`src/rtl/decode_hazard_ctrl_if.sv`:
```
// -----------------------------------------------------------------------------
// decode_hazard_ctrl_if
// Bundles the decode-stage signals exchanged between the RV32I pipeline and
// decode_hazard_ctrl. Signal names match the legacy port names one-for-one.
//
//   Pipeline -> controller : if_id_instr, if_id_valid, id_ex_memRead,
//                            id_ex_rd, ex_redirect
//   Controller -> pipeline : immSel, illegal (combinational decode)
//                            pc_write, if_id_write, if_id_flush (stall/flush)
//                            ex_* (registered ID/EX control half)
//
// Modports: master = pipeline side, slave = decode_hazard_ctrl.
// -----------------------------------------------------------------------------
interface decode_hazard_ctrl_if;
   logic [31:0] if_id_instr;
   logic        if_id_valid;
   logic        id_ex_memRead;
   logic [4:0]  id_ex_rd;
   logic        ex_redirect;

   logic [1:0]  immSel;
   logic        pc_write;
   logic        if_id_write;
   logic        if_id_flush;
   logic        ex_valid;
   logic        ex_regWrite;
   logic        ex_memRead;
   logic        ex_memWrite;
   logic        ex_branch;
   logic        ex_jump;
   logic        ex_aluSrc;
   logic [1:0]  ex_immSel;
   logic        illegal;

   modport master (
      output if_id_instr, if_id_valid, id_ex_memRead, id_ex_rd, ex_redirect,
      input  immSel, pc_write, if_id_write, if_id_flush,
             ex_valid, ex_regWrite, ex_memRead, ex_memWrite,
             ex_branch, ex_jump, ex_aluSrc, ex_immSel, illegal
   );

   modport slave (
      input  if_id_instr, if_id_valid, id_ex_memRead, id_ex_rd, ex_redirect,
      output immSel, pc_write, if_id_write, if_id_flush,
             ex_valid, ex_regWrite, ex_memRead, ex_memWrite,
             ex_branch, ex_jump, ex_aluSrc, ex_immSel, illegal
   );
endinterface

```
`src/rtl/decode_hazard_ctrl.sv`:
```
// -----------------------------------------------------------------------------
// decode_hazard_ctrl
// Decode-stage controller for the 5-stage RV32I pipeline. Decodes the IF/ID
// instruction into an immediate-select code and the ID/EX control bundle,
// detects load-use hazards, sequences stalls and EX-redirect flushes through a
// RUN/STALL/FLUSH FSM, and owns the registered control half of ID/EX.
//
// Ports:
//   clk  - rising-edge clock
//   rst  - synchronous, active-high reset
//   bus  - decode_hazard_ctrl_if.slave (instruction/hazard inputs, decode,
//          stall/flush controls, registered ex_* bundle)
//
// Parameters:
//   LOAD_USE_STALL - total stall cycles per load-use hazard (>= 1)
//   FLUSH_CYCLES   - total bubble cycles into ID/EX per redirect (>= 1)
//   CNT_W          - perf counter width (only with HAZARD_PERF_CNT_EN)
//
// Optional build macro HAZARD_PERF_CNT_EN adds saturating stall_cnt and
// flush_cnt outputs counting cycles spent stalling / flushing.
// -----------------------------------------------------------------------------
module decode_hazard_ctrl #(
   parameter int LOAD_USE_STALL = 1,
   parameter int FLUSH_CYCLES   = 1
`ifdef HAZARD_PERF_CNT_EN
   ,
   parameter int CNT_W          = 32
`endif
) (
   input  logic                clk,
   input  logic                rst,
   decode_hazard_ctrl_if.slave bus
`ifdef HAZARD_PERF_CNT_EN
   ,
   output logic [CNT_W-1:0]    stall_cnt,
   output logic [CNT_W-1:0]    flush_cnt
`endif
);

   localparam logic [6:0] OP_LW   = 7'b0000011;
   localparam logic [6:0] OP_ADDI = 7'b0010011;
   localparam logic [6:0] OP_SW   = 7'b0100011;
   localparam logic [6:0] OP_BEQ  = 7'b1100011;
   localparam logic [6:0] OP_JAL  = 7'b1101111;
   localparam logic [6:0] OP_R    = 7'b0110011;

   localparam logic [1:0] ST_RUN   = 2'd0;
   localparam logic [1:0] ST_STALL = 2'd1;
   localparam logic [1:0] ST_FLUSH = 2'd2;

   // Counters hold the cycles remaining after the entry cycle, max N-1.
   localparam int SCW = (LOAD_USE_STALL > 1) ? $clog2(LOAD_USE_STALL) : 1;
   localparam int FCW = (FLUSH_CYCLES > 1) ? $clog2(FLUSH_CYCLES) : 1;
   localparam logic [SCW-1:0] STALL_RELOAD = SCW'(LOAD_USE_STALL - 1);
   localparam logic [FCW-1:0] FLUSH_RELOAD = FCW'(FLUSH_CYCLES - 1);

   // ---------------------------------------------------------------- decode
   logic [6:0] opcode;
   logic [4:0] rs1;
   logic [4:0] rs2;
   logic       unused_instr_bits;

   assign opcode            = bus.if_id_instr[6:0];
   assign rs1               = bus.if_id_instr[19:15];
   assign rs2               = bus.if_id_instr[24:20];
   assign unused_instr_bits = ^{bus.if_id_instr[31:25], bus.if_id_instr[14:7]};

   logic       dec_regwrite;
   logic       dec_memread;
   logic       dec_memwrite;
   logic       dec_branch;
   logic       dec_jump;
   logic       dec_alusrc;
   logic       dec_known;
   logic       rs2_used;
   logic [1:0] imm_sel;

   always_comb begin
      dec_regwrite = 1'b0;
      dec_memread  = 1'b0;
      dec_memwrite = 1'b0;
      dec_branch   = 1'b0;
      dec_jump     = 1'b0;
      dec_alusrc   = 1'b0;
      dec_known    = 1'b0;
      rs2_used     = 1'b0;
      imm_sel      = 2'b00;
      case (opcode)
         OP_LW: begin
            dec_regwrite = 1'b1;
            dec_memread  = 1'b1;
            dec_alusrc   = 1'b1;
            dec_known    = 1'b1;
         end
         OP_ADDI: begin
            dec_regwrite = 1'b1;
            dec_alusrc   = 1'b1;
            dec_known    = 1'b1;
         end
         OP_SW: begin
            dec_memwrite = 1'b1;
            dec_alusrc   = 1'b1;
            dec_known    = 1'b1;
            rs2_used     = 1'b1;
            imm_sel      = 2'b01;
         end
         OP_BEQ: begin
            dec_branch   = 1'b1;
            dec_known    = 1'b1;
            rs2_used     = 1'b1;
            imm_sel      = 2'b10;
         end
         OP_JAL: begin
            dec_regwrite = 1'b1;
            dec_jump     = 1'b1;
            dec_known    = 1'b1;
            imm_sel      = 2'b11;
         end
         OP_R: begin
            dec_regwrite = 1'b1;
            dec_known    = 1'b1;
            rs2_used     = 1'b1;
         end
         default: ;
      endcase
   end

   logic illegal;
   logic hazard;

   assign illegal = bus.if_id_valid & ~dec_known;
   assign hazard  = bus.id_ex_memRead & (bus.id_ex_rd != 5'd0) & bus.if_id_valid &
                    ((bus.id_ex_rd == rs1) | (rs2_used & (bus.id_ex_rd == rs2)));

   // ------------------------------------------------------------------- FSM
   logic [1:0]     state_q,      state_d;
   logic [SCW-1:0] stall_left_q, stall_left_d;
   logic [FCW-1:0] flush_left_q, flush_left_d;
   logic           pc_write;
   logic           if_id_write;
   logic           if_id_flush;
   logic           load_bubble;

   // A redirect wins in every state, so it is resolved ahead of the per-state
   // case rather than repeated in each arm.
   always_comb begin
      state_d      = state_q;
      stall_left_d = stall_left_q;
      flush_left_d = flush_left_q;
      pc_write     = 1'b1;
      if_id_write  = 1'b1;
      if_id_flush  = 1'b0;
      load_bubble  = 1'b0;
      if (rst) begin
         pc_write     = 1'b0;
         if_id_write  = 1'b0;
         if_id_flush  = 1'b1;
         load_bubble  = 1'b1;
         state_d      = ST_RUN;
         stall_left_d = '0;
         flush_left_d = '0;
      end else if (bus.ex_redirect) begin
         if_id_flush  = 1'b1;
         load_bubble  = 1'b1;
         stall_left_d = '0;
         if (FLUSH_CYCLES > 1) begin
            state_d      = ST_FLUSH;
            flush_left_d = FLUSH_RELOAD;
         end else begin
            state_d      = ST_RUN;
            flush_left_d = '0;
         end
      end else begin
         case (state_q)
            ST_STALL: begin
               pc_write    = 1'b0;
               if_id_write = 1'b0;
               load_bubble = 1'b1;
               if (stall_left_q <= SCW'(1)) begin
                  state_d      = ST_RUN;
                  stall_left_d = '0;
               end else begin
                  stall_left_d = stall_left_q - SCW'(1);
               end
            end
            ST_FLUSH: begin
               if_id_flush = 1'b1;
               load_bubble = 1'b1;
               if (flush_left_q <= FCW'(1)) begin
                  state_d      = ST_RUN;
                  flush_left_d = '0;
               end else begin
                  flush_left_d = flush_left_q - FCW'(1);
               end
            end
            default: begin
               if (hazard) begin
                  pc_write    = 1'b0;
                  if_id_write = 1'b0;
                  load_bubble = 1'b1;
                  if (LOAD_USE_STALL > 1) begin
                     state_d      = ST_STALL;
                     stall_left_d = STALL_RELOAD;
                  end
               end
            end
         endcase
      end
   end

   // -------------------------------------------------- ID/EX control half
   // {valid, regWrite, memRead, memWrite, branch, jump, aluSrc, immSel[1:0]}
   logic [8:0] ex_ctl_q, ex_ctl_d;

   always_comb begin
      ex_ctl_d = '0;
      if (!load_bubble) begin
         ex_ctl_d = {bus.if_id_valid & ~illegal, dec_regwrite, dec_memread,
                     dec_memwrite, dec_branch, dec_jump, dec_alusrc, imm_sel};
      end
   end

   always_ff @(posedge clk) begin
      if (rst) begin
         state_q      <= ST_RUN;
         stall_left_q <= '0;
         flush_left_q <= '0;
         ex_ctl_q     <= '0;
      end else begin
         state_q      <= state_d;
         stall_left_q <= stall_left_d;
         flush_left_q <= flush_left_d;
         ex_ctl_q     <= ex_ctl_d;
      end
   end

   assign bus.immSel      = imm_sel;
   assign bus.illegal     = illegal;
   assign bus.pc_write    = pc_write;
   assign bus.if_id_write = if_id_write;
   assign bus.if_id_flush = if_id_flush;
   assign bus.ex_valid    = ex_ctl_q[8];
   assign bus.ex_regWrite = ex_ctl_q[7];
   assign bus.ex_memRead  = ex_ctl_q[6];
   assign bus.ex_memWrite = ex_ctl_q[5];
   assign bus.ex_branch   = ex_ctl_q[4];
   assign bus.ex_jump     = ex_ctl_q[3];
   assign bus.ex_aluSrc   = ex_ctl_q[2];
   assign bus.ex_immSel   = ex_ctl_q[1:0];

`ifdef HAZARD_PERF_CNT_EN
   // Stall cycles are the only non-reset cycles with both pc_write and
   // if_id_flush low; flush cycles are non-reset cycles with if_id_flush high.
   logic             stalling;
   logic             flushing;
   logic [CNT_W-1:0] stall_cnt_q, stall_cnt_d;
   logic [CNT_W-1:0] flush_cnt_q, flush_cnt_d;

   assign stalling = ~rst & ~pc_write & ~if_id_flush;
   assign flushing = ~rst & if_id_flush;

   always_comb begin
      stall_cnt_d = stall_cnt_q;
      flush_cnt_d = flush_cnt_q;
      if (stalling && (stall_cnt_q != '1)) stall_cnt_d = stall_cnt_q + CNT_W'(1);
      if (flushing && (flush_cnt_q != '1)) flush_cnt_d = flush_cnt_q + CNT_W'(1);
   end

   always_ff @(posedge clk) begin
      if (rst) begin
         stall_cnt_q <= '0;
         flush_cnt_q <= '0;
      end else begin
         stall_cnt_q <= stall_cnt_d;
         flush_cnt_q <= flush_cnt_d;
      end
   end

   assign stall_cnt = stall_cnt_q;
   assign flush_cnt = flush_cnt_q;
`endif

endmodule

```
`src/flat_wrapper.sv`:
```
// flat-port wrapper written by rule: the top's interface ports become plain ports
module decode_hazard_ctrl_flat 
#(
   parameter int LOAD_USE_STALL = 1,
   parameter int FLUSH_CYCLES   = 1

)
  (clk, rst, bus_if_id_instr, bus_if_id_valid, bus_id_ex_memRead, bus_id_ex_rd, bus_ex_redirect, bus_immSel, bus_pc_write, bus_if_id_write, bus_if_id_flush, bus_ex_valid, bus_ex_regWrite, bus_ex_memRead, bus_ex_memWrite, bus_ex_branch, bus_ex_jump, bus_ex_aluSrc, bus_ex_immSel, bus_illegal);
  decode_hazard_ctrl_if bus_i ();
  input  logic clk;
  input  logic rst;
  input wire logic [$bits(bus_i.if_id_instr)-1:0] bus_if_id_instr;
  input wire logic [$bits(bus_i.if_id_valid)-1:0] bus_if_id_valid;
  input wire logic [$bits(bus_i.id_ex_memRead)-1:0] bus_id_ex_memRead;
  input wire logic [$bits(bus_i.id_ex_rd)-1:0] bus_id_ex_rd;
  input wire logic [$bits(bus_i.ex_redirect)-1:0] bus_ex_redirect;
  output wire logic [$bits(bus_i.immSel)-1:0] bus_immSel;
  output wire logic [$bits(bus_i.pc_write)-1:0] bus_pc_write;
  output wire logic [$bits(bus_i.if_id_write)-1:0] bus_if_id_write;
  output wire logic [$bits(bus_i.if_id_flush)-1:0] bus_if_id_flush;
  output wire logic [$bits(bus_i.ex_valid)-1:0] bus_ex_valid;
  output wire logic [$bits(bus_i.ex_regWrite)-1:0] bus_ex_regWrite;
  output wire logic [$bits(bus_i.ex_memRead)-1:0] bus_ex_memRead;
  output wire logic [$bits(bus_i.ex_memWrite)-1:0] bus_ex_memWrite;
  output wire logic [$bits(bus_i.ex_branch)-1:0] bus_ex_branch;
  output wire logic [$bits(bus_i.ex_jump)-1:0] bus_ex_jump;
  output wire logic [$bits(bus_i.ex_aluSrc)-1:0] bus_ex_aluSrc;
  output wire logic [$bits(bus_i.ex_immSel)-1:0] bus_ex_immSel;
  output wire logic [$bits(bus_i.illegal)-1:0] bus_illegal;
  assign bus_i.if_id_instr = bus_if_id_instr;
  assign bus_i.if_id_valid = bus_if_id_valid;
  assign bus_i.id_ex_memRead = bus_id_ex_memRead;
  assign bus_i.id_ex_rd = bus_id_ex_rd;
  assign bus_i.ex_redirect = bus_ex_redirect;
  assign bus_immSel = bus_i.immSel;
  assign bus_pc_write = bus_i.pc_write;
  assign bus_if_id_write = bus_i.if_id_write;
  assign bus_if_id_flush = bus_i.if_id_flush;
  assign bus_ex_valid = bus_i.ex_valid;
  assign bus_ex_regWrite = bus_i.ex_regWrite;
  assign bus_ex_memRead = bus_i.ex_memRead;
  assign bus_ex_memWrite = bus_i.ex_memWrite;
  assign bus_ex_branch = bus_i.ex_branch;
  assign bus_ex_jump = bus_i.ex_jump;
  assign bus_ex_aluSrc = bus_i.ex_aluSrc;
  assign bus_ex_immSel = bus_i.ex_immSel;
  assign bus_illegal = bus_i.illegal;
  decode_hazard_ctrl #(.LOAD_USE_STALL(LOAD_USE_STALL), .FLUSH_CYCLES(FLUSH_CYCLES)) u_core (.clk(clk), .rst(rst), .bus(bus_i));
endmodule
```
`config.mk`:
```
export PLATFORM = sky130hd
export DESIGN_NAME = decode_hazard_ctrl_flat
export DESIGN_NICKNAME = d
export VERILOG_FILES = /design/src/rtl/decode_hazard_ctrl_if.sv /design/src/rtl/decode_hazard_ctrl.sv /design/src/flat_wrapper.sv
export SDC_FILE = /design/constraint.sdc
export NUM_CORES = 1
export LEC_CHECK = 0
export CAP_MARGIN = 0
export CORE_AREA = 2 2 42 44
export DETAILED_ROUTE_END_ITERATION = 8
export DIE_AREA = 0 0 44 46
export DONT_BUFFER_PORTS = 1
export SYNTH_ARGS = -nofsm -noshare
export SYNTH_HDL_FRONTEND = slang
export SYNTH_SLANG_ARGS = --single-unit
```
`constraint.sdc`:
```
create_clock -name clk -period 2.95 [get_ports clk]
set_input_delay 0.59 -clock clk [delete_from_list [all_inputs] [get_ports clk]]
set_output_delay 0.59 -clock clk [all_outputs]
set_load 0.01 [all_outputs]
```
### Word-level counts from Yosys, hierarchy flattened

Cells that the tools add are included.

| cells by class | value |
|---|---|
| $add $sub $neg | 2 |
| magnitude comparators | 2 |
| bitwise logic cells | 9 |
| reductions and logical operators | 10 |
| multiplexer cells | 25 |
| eq/ne operators | 12 |

Operators with widths:

| operator | number |
|---|---|
| 1-bit 2-to-1 mux | 20 |
| 7-bit by 6-bit == test with 1-bit output (second input constant) | 2 |
| 7-bit == test (second input constant) | 2 |
| 5-bit == test | 2 |
| 7-bit by 2-bit == test with 1-bit output (second input constant) | 1 |
| 7-bit by 5-bit == test with 1-bit output (second input constant) | 1 |
| 1-bit AND | 6 |
| 2-bit one-hot mux with 3 select lines | 1 |
| 2-bit OR reduction | 3 |
| 3-bit OR reduction | 2 |
| 6-bit OR reduction | 1 |
| 5-bit nonzero test | 1 |
| 2-bit 2-to-1 mux | 2 |
| 2-bit by 1-bit inequality test with 1-bit output (second input constant) | 2 |
| 2-bit one-hot mux with 2 select lines | 1 |
| 4-bit OR reduction | 1 |
| 3-bit AND reduction | 1 |
| 2-bit by 1-bit == test with 1-bit output (second input constant) | 1 |
| 2-bit == test (second input constant) | 1 |
| 1-bit less-or-equal comparator (second input constant) | 2 |
| 1-bit NOT | 2 |
| 1-bit one-hot mux with 2 select lines | 1 |
| 2-bit nonzero test | 1 |
| 1-bit subtractor (second input constant) | 2 |
| 1-bit bitwise OR | 1 |

| storage, ports and cells | value |
|---|---|
| input bits | 42 |
| output and inout port bits | 15 |
| register bits | 13 |
| logic and storage cells | 64 |

### Logic depth before layout (Yosys ltp)

| logic depth | value |
|---|---|
| word-level depth | 11 |
| mapped depth | 5 |
| gate-level depth less buffers | 5 |

### Worst setup path before layout

No wires, ideal clock.

| path | value |
|---|---|
| path type | input port to output port |
| start point | input bus_if_id_instr[2] |
| end point | output bus_pc_write |
| stages on the path | 5 |
| data arrival time | 1.968 ns |
| required time | 2.360 ns |
| buffers on the path | 1 |
| path slack | 0.392 ns |
| path through | nand4bb_4 -> or3_1 -> o22ai_4 -> a31oi_1 -> buf_4 |

| between the ends | value |
|---|---|
| word-level cells in the longest chain between the ends | 10 |
| elaborated cells between the ends (all ways) | 12 |
| those cells by class | 3 x eq/ne; 5 x mux; 3 x bitwise; 1 x reduce/logical |

RTL lines:

| what | RTL line | text |
|---|---|---|
| from (decl) | flat_wrapper.sv:12 | `input wire logic [$bits(bus_i.if_id_instr)-1:0] bus_if_id_instr;` |
| 7-bit by 6-bit == test with 1-bit output or 7-bit == test (tied branches) | decode_hazard_ctrl.sv:88 | `case (opcode)` |
| 3-bit OR reduction (no source line) (*) | - |  |
| 1-bit 2-to-1 mux (*) | decode_hazard_ctrl.sv:88 |  |
| 1-bit AND (*) | decode_hazard_ctrl.sv:133 | `((bus.id_ex_rd == rs1) \| (rs2_used & (bus.id_ex_rd == rs2)));` |
| 1-bit bitwise OR (*) | decode_hazard_ctrl.sv:133 |  |
| 1-bit AND (*) | decode_hazard_ctrl.sv:132 | `assign hazard = bus.id_ex_memRead & (bus.id_ex_rd != 5'd0) & bus.if_id_valid &` |
| 1-bit 2-to-1 mux (*) | - |  |
| 1-bit one-hot mux with 2 select lines (*) | - |  |
| 1-bit 2-to-1 mux (*) (2 in series) | - |  |
| to (decl) | flat_wrapper.sv:18 | `output wire logic [$bits(bus_i.pc_write)-1:0] bus_pc_write;` |

Every way passes the cells marked *; elsewhere a longest branch is shown, timed or not.

### Worst setup path after layout

| path | value |
|---|---|
| start point | input bus_id_ex_rd[0] |
| end point | output bus_pc_write |

| between the ends | value |
|---|---|
| word-level cells in the longest chain between the ends | 8 |
| elaborated cells between the ends (all ways) | 12 |
| those cells by class | 2 x eq/ne; 4 x mux; 5 x bitwise; 1 x reduce/logical |

RTL lines:

| what | RTL line | text |
|---|---|---|
| from (decl) | flat_wrapper.sv:15 | `input wire logic [$bits(bus_i.id_ex_rd)-1:0] bus_id_ex_rd;` |
| 5-bit == test or 5-bit nonzero test (tied branches) | decode_hazard_ctrl.sv:133, decode_hazard_ctrl.sv:132 |  |
| 1-bit AND (on tied branches) | decode_hazard_ctrl.sv:133, decode_hazard_ctrl.sv:132 |  |
| 1-bit bitwise OR or 1-bit AND (tied branches) | decode_hazard_ctrl.sv:133, decode_hazard_ctrl.sv:132 |  |
| 1-bit AND (*) | decode_hazard_ctrl.sv:132 |  |
| 1-bit 2-to-1 mux (*) | - |  |
| 1-bit one-hot mux with 2 select lines (*) | - |  |
| 1-bit 2-to-1 mux (*) (2 in series) | - |  |

Marks and branches as above.

==> impl_metrics.env <==
export IMPL_route_detailed_drc=0
export IMPL_antenna_found_initial=0
export IMPL_clk_path_buf_depth=2
export IMPL_antennaDiodeCount=0
export IMPL_ios=57
export IMPL_area_growth_syn_to_layout_pct=7.52
export IMPL_synth_xor_area_share_pct=14.6
export IMPL_coreArea_um2=1610
export IMPL_wirelength_um=1180
export IMPL_largest_register_ffs=9
export IMPL_die_h_um=46
export IMPL_syn_inst=64
export IMPL_cp_required_ps=2360
export IMPL_synth_compound_area_share_pct=29.6
export IMPL_synthAdderAreaFrac_pct=0
export IMPL_drt_first_pass_iters=4
export IMPL_portBuffers=0
export IMPL_first_global_vias=415
export IMPL_synth_mux_area_fraction_pct=0
export IMPL_drive_gt1_share_pct=14.7
export IMPL_report_final_slew_viol_count=0
export IMPL_relSlewSlack_pct=65.2
export IMPL_cts_hold_buf=0
export IMPL_p_leak_nw=0.202
export IMPL_worst_pin_slew_ps=520
export IMPL_synthSimpleGateAreaFrac_pct=20.7
export IMPL_status="complete, no violations"
export IMPL_post_synth_cell_area_avg_um2=9.36
export IMPL_rsz0062_at_grt="false"
export IMPL_initialDrtViolationCount=9
export IMPL_cts_sinks=9
export IMPL_fp_row_count=15
export IMPL_routedWlPerCell_um=13.8
export IMPL_hold_path_class="in2reg"
export IMPL_p_per_area_nw_per_um2=394
export IMPL_largestRegisters="u_core.ex_ctl_q (9)"
export IMPL_overflow=0
export IMPL_synth_top_family_by_area="compound AO/OA/AOI/OAI gates"
export IMPL_setup_violations=0
export IMPL_peakVddDrop_mv=0.105
export IMPL_ys_seq_area_share_pct=30.1
export IMPL_synth_area_um2=599
export IMPL_grt_total_usage_pct=12.1
export IMPL_final_min_clock_period_ps=2320
export IMPL_endpoint="bus_pc_write"
export IMPL_nNetsFinal=111
export IMPL_cts_tree="done"
export IMPL_final_cell_mix="9 x a21oi_1, 9 x dfxtp_1, 8 x xnor2_1"
export IMPL_grt_pass1_wl_um=1730
export IMPL_drv_cap=0
export IMPL_period_share_pct=78.6
export IMPL_max_freq_mhz=431
export IMPL_numCtsBuffers=3
export IMPL_num_vias=491
export IMPL_cts_root_buf="clkbuf_4"
export IMPL_syn_nets=106
export IMPL_critical_path_startpoint="bus_id_ex_rd[0]"
export IMPL_initial_core_util_pct=37.1
export IMPL_cts_clk_slew_worst_paths_ps=60
export IMPL_die_area_um2=2020
export IMPL_ys_warnings_count=0
export IMPL_antenna_left=0
export IMPL_crit_type="in2out"
export IMPL_fin_tns_setup_ps=0
export IMPL_yosysUniqueCellTypes=26
export IMPL_grt_max_degree=10
export IMPL_whs_ps=483
export IMPL_place_gp_congestion=0.733
export IMPL_viasPerCell=5.78
export IMPL_placed_cell_area_um2=617
export IMPL_cts_htree_levels=1
export IMPL_top_register="u_core.ex_ctl_q"
export IMPL_dp_hpwl_um=1010
export IMPL_worstSetupStartpointType="input pin"
export IMPL_end_kind="output port"
export IMPL_postCtsSetupRepairBufs=0
export IMPL_die_w_um=44
export IMPL_synth_seq_cells=9
export IMPL_worstPathMaxFanout=3
export IMPL_cts_resized=0
export IMPL_final_area_um2=644
export IMPL_hold_violations=0
export IMPL_crit_arrival_ps=1730
==> worst min-delay path by stage <==
stage	startpoint	slack, ps	depth (start not counted)	endpoint
final	bus_if_id_valid	480	2	u_core.ex_ctl_q[8]
after global routing	bus_if_id_valid	480	2	u_core.ex_ctl_q[8]
after CTS	bus_if_id_valid	480	2	u_core.ex_ctl_q[8]
after detailed placement	bus_if_id_valid	750	2	u_core.ex_ctl_q[8]
after global placement	bus_if_id_valid	750	2	u_core.ex_ctl_q[8]
after floorplan	bus_if_id_valid	730	2	u_core.ex_ctl_q[8]
==> report_power, final <==
| group | switching (mW) | internal [mW] | leakage [nW] |
|---|---|---|---|
| registers | 0.000356 | 0.122 | 0.0725 |
| clock network | 0.0415 | 0.0499 | 0.0177 |
| logic | 0.0215 | 0.0189 | 0.112 |
| total | 0.0633 | 0.191 | 0.202 |
==> through the flow <==
stage	std cells	worst slack, ps	util (%)	total power [mW]
after floorplan	64	392	-	0.162
after global placement	81	628	38.2	0.165
after detailed placement	81	627	38.2	0.166
after CTS	85	622	39.9	0.257
after global routing	85	569	39.9	0.270
final	85	630	39.9	0.254
==> layout make-up <==
cell class	instances	area (µm²)
flip-flops and latches	9	180
clock buffers	3	22.5
inverters	3	11.3
multi-input cells	50	389
well taps	17	21.3
fillers	167	970
repair buffers	2	15.0
clock inverters	1	5.00
==> synth_stat cells <==
library cell / n / area (µm²)
a2111oi_4: 2 / 55.1
o2111ai_1: 1 / 8.76
nor2b_1: 1 / 6.26
o311a_1: 1 / 10.0
buf_4: 1 / 7.51
o211ai_1: 1 / 7.51
a21oi_1: 9 / 45.0
buf_6: 1 / 11.3
nand3b_1: 1 / 7.51
xor2_1: 2 / 17.5
dfxtp_1: 9 / 180
o21ai_0: 2 / 10.0
nor3_1: 2 / 10.0
nor2_1: 4 / 15.0
o22ai_4: 1 / 20.0
nand3_1: 2 / 10.0
xnor2_1: 8 / 70.1
o21a_1: 1 / 7.51
or3_1: 2 / 12.5
inv_1: 3 / 11.3
nor3b_1: 1 / 7.51
nand4bb_4: 1 / 27.5
nand4_1: 2 / 12.5
a31oi_1: 1 / 6.26
nand2_1: 4 / 15.0
a21boi_0: 1 / 7.51
==> logic make-up after synthesis <==
kind of cell | count (synthesis)
buf+inv | 5
simple gates | 20
xor+xnor | 10
compound gates | 20
flops | 9
==> metal layers <==
metal / routed length [µm] / share of wire (%) / GRT usage [%] / vias to the layer above
met5: 0 / 0 / 0 / -
met4: 17 / 1.4 / 7.27 / 0
met3: 130 / 11 / 4.76 / 4
met2: 579 / 49 / 20.6 / 40
met1: 447 / 38 / 12.5 / 206
li1: - / - / - / 241
==> worst max-delay path, stage by stage <==
cell,delay (ps)
or3_1,370
o311a_1,320
a31oi_1,440
Note: power is estimated with default switching activity, not from simulation.
